<file path="src/rtl/regfile_pkg.sv">
// regfile_pkg: shared constants and types for the scoreboarded register file.
package regfile_pkg;

  localparam int DATA_W_DEF = 32;
  localparam int ADDR_W_DEF = 5;

  typedef logic [ADDR_W_DEF-1:0] reg_addr_t;

  // Address of the hardwired-zero register.
  localparam reg_addr_t REG_ZERO = 5'd0;

endpackage

</file>
<file path="src/rtl/regfile_sb_score.sv">
// regfile_sb_score: one busy bit per register. Issue (set) and writeback
// (clear) update it at the clock edge. When both hit the same register
// on the same edge, the set wins because the newer producer is still
// outstanding. Lookups and the OR-reduction are combinational.
module regfile_sb_score
  import regfile_pkg::*;
#(
  parameter int ADDR_W   = ADDR_W_DEF,
  parameter int ZERO_REG = 1
) (
  input  logic              clk,
  input  logic              rst,
  input  logic              set_en,
  input  logic [ADDR_W-1:0] set_add,
  input  logic              clr_en,
  input  logic [ADDR_W-1:0] clr_add,
  input  logic [ADDR_W-1:0] look_1,
  input  logic [ADDR_W-1:0] look_2,
  output logic              busy_1,
  output logic              busy_2,
  output logic              busy_any
);

  localparam int DEPTH = 2 ** ADDR_W;
  localparam logic [ADDR_W-1:0] ZERO_ADD = ADDR_W'(REG_ZERO);

  logic [DEPTH-1:0] busy;
  logic [DEPTH-1:0] busy_next;

  // Next busy vector: clear first, then set, so a same-address set wins.
  always_comb begin
    busy_next = busy;
    if (clr_en) begin
      busy_next[clr_add] = 1'b0;
    end else begin
      busy_next = busy_next;
    end
    if (set_en) begin
      busy_next[set_add] = 1'b1;
    end else begin
      busy_next = busy_next;
    end
    if (ZERO_REG != 0) begin
      busy_next[ZERO_ADD] = 1'b0;
    end else begin
      busy_next = busy_next;
    end
  end

  // Busy vector state; reset discards every outstanding mark.
  always_ff @(posedge clk) begin
    if (rst) begin
      busy <= {DEPTH{1'b0}};
    end else begin
      busy <= busy_next;
    end
  end

  assign busy_1   = busy[look_1];
  assign busy_2   = busy[look_2];
  assign busy_any = |busy;

endmodule

</file>
<file path="src/rtl/regfile_sb.sv">
// regfile_sb: 2-read/1-write register file with busy scoreboard.
// Optional macro REGFILE_BYPASS_EN forwards a same-cycle write (data and
// resulting busy state) to the read ports; without it, writes become
// visible on the cycle after the edge.
module regfile_sb
  import regfile_pkg::*;
#(
  parameter int DATA_W   = DATA_W_DEF,
  parameter int ADDR_W   = ADDR_W_DEF,
  parameter int ZERO_REG = 1
) (
  input  logic              clk,
  input  logic              rst,
  input  logic [ADDR_W-1:0] readreg_1,
  input  logic [ADDR_W-1:0] readreg_2,
  input  logic [ADDR_W-1:0] write_add,
  input  logic [DATA_W-1:0] write_dat,
  input  logic              regwrite,
  input  logic              mark_en,
  input  logic [ADDR_W-1:0] mark_add,
  output logic [DATA_W-1:0] regdat_1,
  output logic [DATA_W-1:0] regdat_2,
  output logic              busy_1,
  output logic              busy_2,
  output logic              busy_any
);

  localparam int DEPTH = 2 ** ADDR_W;
  localparam logic [ADDR_W-1:0] ZERO_ADD = ADDR_W'(REG_ZERO);

  logic [DATA_W-1:0] regs [DEPTH];
  logic              wr_zero;
  logic              mk_zero;
  logic              zero_1;
  logic              zero_2;
  logic              sb_busy_1;
  logic              sb_busy_2;
  logic              byp_1;
  logic              byp_2;
  logic              byp_busy;

  assign wr_zero = (ZERO_REG != 0) && (write_add == ZERO_ADD);
  assign mk_zero = (ZERO_REG != 0) && (mark_add == ZERO_ADD);
  assign zero_1  = (ZERO_REG != 0) && (readreg_1 == ZERO_ADD);
  assign zero_2  = (ZERO_REG != 0) && (readreg_2 == ZERO_ADD);

  regfile_sb_score #(
    .ADDR_W   (ADDR_W),
    .ZERO_REG (ZERO_REG)
  ) u_score (
    .clk      (clk),
    .rst      (rst),
    .set_en   (mark_en && !mk_zero),
    .set_add  (mark_add),
    .clr_en   (regwrite && !wr_zero),
    .clr_add  (write_add),
    .look_1   (readreg_1),
    .look_2   (readreg_2),
    .busy_1   (sb_busy_1),
    .busy_2   (sb_busy_2),
    .busy_any (busy_any)
  );

`ifdef REGFILE_BYPASS_EN
  assign byp_1    = regwrite && (readreg_1 == write_add) && !zero_1;
  assign byp_2    = regwrite && (readreg_2 == write_add) && !zero_2;
  assign byp_busy = mark_en && (mark_add == write_add);
`else
  assign byp_1    = 1'b0;
  assign byp_2    = 1'b0;
  assign byp_busy = 1'b0;
`endif

  // Data array: reset clears everything, writes to the zero register are dropped.
  always_ff @(posedge clk) begin
    if (rst) begin
      for (int i = 0; i < DEPTH; i++) begin
        regs[i] <= {DATA_W{1'b0}};
      end
    end else if (regwrite && !wr_zero) begin
      regs[write_add] <= write_dat;
    end else begin
      regs[write_add] <= regs[write_add];
    end
  end

  // Read port 1: zero register, then bypass, then array contents.
  always_comb begin
    if (zero_1) begin
      regdat_1 = {DATA_W{1'b0}};
      busy_1   = 1'b0;
    end else if (byp_1) begin
      regdat_1 = write_dat;
      busy_1   = byp_busy;
    end else begin
      regdat_1 = regs[readreg_1];
      busy_1   = sb_busy_1;
    end
  end

  // Read port 2: zero register, then bypass, then array contents.
  always_comb begin
    if (zero_2) begin
      regdat_2 = {DATA_W{1'b0}};
      busy_2   = 1'b0;
    end else if (byp_2) begin
      regdat_2 = write_dat;
      busy_2   = byp_busy;
    end else begin
      regdat_2 = regs[readreg_2];
      busy_2   = sb_busy_2;
    end
  end

endmodule

</file>
<file path="config.mk">
export PLATFORM = sky130hd
export DESIGN_NAME = regfile_sb
export DESIGN_NICKNAME = d
export VERILOG_FILES = /design/src/rtl/regfile_pkg.sv /design/src/rtl/regfile_sb_score.sv /design/src/rtl/regfile_sb.sv
export SDC_FILE = /design/constraint.sdc
export NUM_CORES = 2
export LEC_CHECK = 0
export ABC_CLOCK_PERIOD_IN_PS = 2800
export CORE_ASPECT_RATIO = 1.5
export CORE_MARGIN = 2
export CORE_UTILIZATION = 25
export CTS_BUF_LIST = sky130_fd_sc_hd__clkbuf_4 sky130_fd_sc_hd__clkbuf_8
export DETAILED_ROUTE_END_ITERATION = 10
export SKIP_CTS_REPAIR_TIMING = 1
export SYNTH_ARGS = -nofsm -noshare
export SYNTH_HDL_FRONTEND = slang
export SYNTH_HIERARCHICAL = 1
export SYNTH_SLANG_ARGS = --single-unit
</file>
<file path="constraint.sdc">
create_clock -name clk -period 2.8 [get_ports clk]
set_input_delay 0.42 -clock clk [delete_from_list [all_inputs] [get_ports clk]]
set_output_delay 0.42 -clock clk [all_outputs]
set_load 0.03 [all_outputs]
</file>
==> flow_metrics.py <==
metrics = {
    "clocking": {
        "path_clk_slew_ns": 0.07,
        "cts_tree": "done",
        "cts.path.max_buffers": 4,
        "cts_root_buf": "clkbuf_8",
        "clock_latency_ns": 0.89,
        "cts.sink_count": 1055,
        "htreeDepth": 4,
        "tritoncts.num_buffers": 164,
    },
    "final_layout": {
        "finalNetCount": 4323,
        "fin_util": 0.319,
        "stdcell_area_um2": 71400,
        "drive_gt1_frac": 0.380,
        "syn_to_final_growth_pct": 27.0,
        "n_fill_cell": 21800,
    },
    "yosys": {
        "avgSynthCellArea_um2": 14.9,
        "yosys.area_share.simple": 0.142,
        "synth-adder-area-share": 0,
        "netlist_area_um2": 56200,
        "ys_async_sr_fraction": 0,
        "muxShareOfSynthArea": 0.223,
        "ys_seq_area_frac": 0.558,
        "synth_ff_type": "edfxtp_1",
        "synth_edf_count": 1024,
        "synth_compound_area_frac": 0.0429,
        "yosys_warnings": 6,
        "ys_types": 50,
        "ys_seq_elements": 1055,
        "synth-xor-area-share": 0,
        "synth_top_family_by_area": "multiplexers",
        "syn_inst": 3764,
    },
    "sta": {
        "finalWorstSetupSlack_ns": -0.583,
        "period_share": 1.21,
        "max_freq_ghz": 0.296,
        "skew_ns": 0,
        "rsz0062_at_grt": "yes",
        "hold_viol": 0,
        "tns_ns": -17.94,
        "holdWs_ns": 0.131,
        "min_period_ns": 3.38,
        "relSlewSlack": 0.233,
        "tightestPinTransition_ns": 1.15,
        "finalSetupViolCount": 66,
        "slew_violations": 0,
    },
    "placement": {
        "dpl.hpwl_um": 154000,
        "routabilityCongestion": 0.913,
        "io_buffers": 122,
        "dpl_cell_area_um2": 66100,
    },
    "floorplanning": {
        "chipHeight_um": 585,
        "fp-row-count": 213,
        "ios": 123,
        "core-area_um2": 224000,
        "die_width_um": 391,
        "initial_core_util": 0.251,
        "die_area_um2": 229000,
    },
    "critical_path": {
        "startpoint": "regs[29][15]",
        "setup.worst_path.class": "flop to output pin",
        "slowest_delay_ns": 0.52,
        "reg2reg_depth": 2,
        "r2r_slack_ns": 1.94,
        "r2r_start": "u_score/busy[13]",
        "cp_cell_sequence": "mux4_2, mux4_2, nor2b_2, buf_6, nor4_4, buf_6, buf_12",
        "start_kind": "flop",
        "slowest_stage": "mux4_2",
        "worst_ep_arrival_time_ns": 2.96,
        "end_kind": "output pin",
        "cp.required_ns": 2.38,
        "cp_max_fo": 2,
        "regToRegEndpoint": "u_score/busy[13]",
        "crit_path_end": "regdat_2[15]",
    },
    "grt": {
        "grt_pass1_vias": 40700,
        "grt_pass1_wl_um": 312000,
        "antenna_found_initial": 26,
        "met2_usage": 0.329,
        "met1_usage": 0.215,
        "busiest_layer": "met2",
        "grtUsageMet3": 0.0414,
        "track_usage": 0.195,
        "overflow": 0,
        "grt_max_degree": 95,
    },
    "hold_path": {
        "hp-class": "input port to flop",
    },
    "route": {
        "routed_wirelength_um": 229000,
        "first_pass_iters": 6,
        "drt-wirelength-per-cell_um": 31.4,
        "vias_per_cell": 5.39,
        "vias": 39300,
        "drc": 0,
        "drt.antenna.violating_nets": 0,
        "drt_iter0_markers": 4741,
    },
    "run_status": {
        "status": "finished with violations",
        "violations": "negative setup slack",
    },
    "power": {
        "total_power_mw": 38.4,
        "irDropWorstVdd_uv": 297,
        "leakagePower_nw": 24.7,
        "power_density_nw_per_um2": 539,
    },
    "flow_run": {
        "drv_cap": 0,
    },
}
## synthesized netlist by cell type (all sizes together) (40+ instances only)
cell type / n / area (um2)
a2111oi: 54 / 475
mux4: 477 / 10700
clkbuf: 274 / 1030
o22ai: 87 / 544
nand2: 43 / 161
mux2i: 165 / 1650
nor2: 46 / 173
and2: 994 / 6220
edfxtp: 1024 / 30700
a21oi: 44 / 220
buf: 120 / 810
nor2b: 70 / 438
a22o: 54 / 473
nor4: 40 / 256
## flip-flops by register name, indices dropped and copies added, names as in the netlist
name          cells
regs           1024
u_score/busy     31
## per-layer routing
metal	part of all wire	wire [um]	up-vias
li1	-	-	15500
met1	0.34	76800	20200
met2	0.49	112000	2647
met3	0.090	20700	880
met4	0.085	19400	20
met5	0.00059	134	-
## critical path: cells and delay by family, from the launching register on
kind                   cells  cell delay, ns
flip-flops                 1            0.42
AND/OR/NAND/NOR            2            0.19
multiplexers               2            1.00
buffers and inverters      3            0.47
## per-stage QoR
step                      std cells  setup WS (ns)
after CTS                      7271          -1.01
after detailed placement       6998          -1.01
after global routing           7277         -0.624
after global placement         6998          -1.07
final                          7287         -0.583
after floorplan                3795         0.0436
## cell type report
type,instances,area [um2],area share
well taps,2902,3630,0.0509
flip-flops and latches,1055,31400,0.440
clock buffers,207,2610,0.0366
diodes,11,27.5,0.000386
inverters,3,11.3,0.000158
clock inverters,66,455,0.00638
multi-input cells,2343,25400,0.356
repair buffers,700,7810,0.109
## kinds of logic (layout without fill, tap and decap cells)
group	count (synthesis)	after routing
AND/OR/NAND/NOR	1312	1312
multiplexers	656	656
buffers and inverters	397	976
flip-flops	1055	1055
AO/OA/AOI/OAI	343	343
other	1	43
## where the power goes
| group | internal [mW] | leakage [nW] | total, mW | switching (mW) |
|---|---|---|---|---|
| clock network | 6.64 | 1.61 | 13.0 | 6.36 |
| logic | 3.13 | 13.1 | 6.81 | 3.68 |
| registers | 18.2 | 10.0 | 18.6 | 0.483 |
## cells in the final DEF, fill, tap and decap left out, types with 38 or more instances in the layout
master / synthesis / final
clkbuf_8: 0 / 171
buf_4: 18 / 430
and2_1: 993 / 992
o22ai_1: 87 / 76
a2111oi_4: 0 / 46
clkbuf_4: 0 / 38
mux4_2: 477 / 477
nand2_1: 43 / 43
a22o_1: 54 / 46
buf_6: 28 / 40
a21oi_1: 44 / 44
mux2i_1: 165 / 161
edfxtp_1: 1024 / 1024
nor2b_1: 70 / 38
clkdlybuf4s50_1: 0 / 44
buf_12: 0 / 174
## worst min-delay path by stage
stage	start	to	slack, ns	depth (start not counted)
final	rst	u_score/busy[18]	0.13	3
after global routing	rst	u_score/busy[18]	0.18	3
after CTS	rst	u_score/busy[26]	0.11	3
after floorplan	u_score/busy[23]	u_score/busy[23]	0.47	2
after detailed placement	u_score/busy[1]	u_score/busy[1]	0.51	2
after global placement	u_score/busy[23]	u_score/busy[23]	0.48	2
Note: power is estimated with default switching activity, not from simulation.
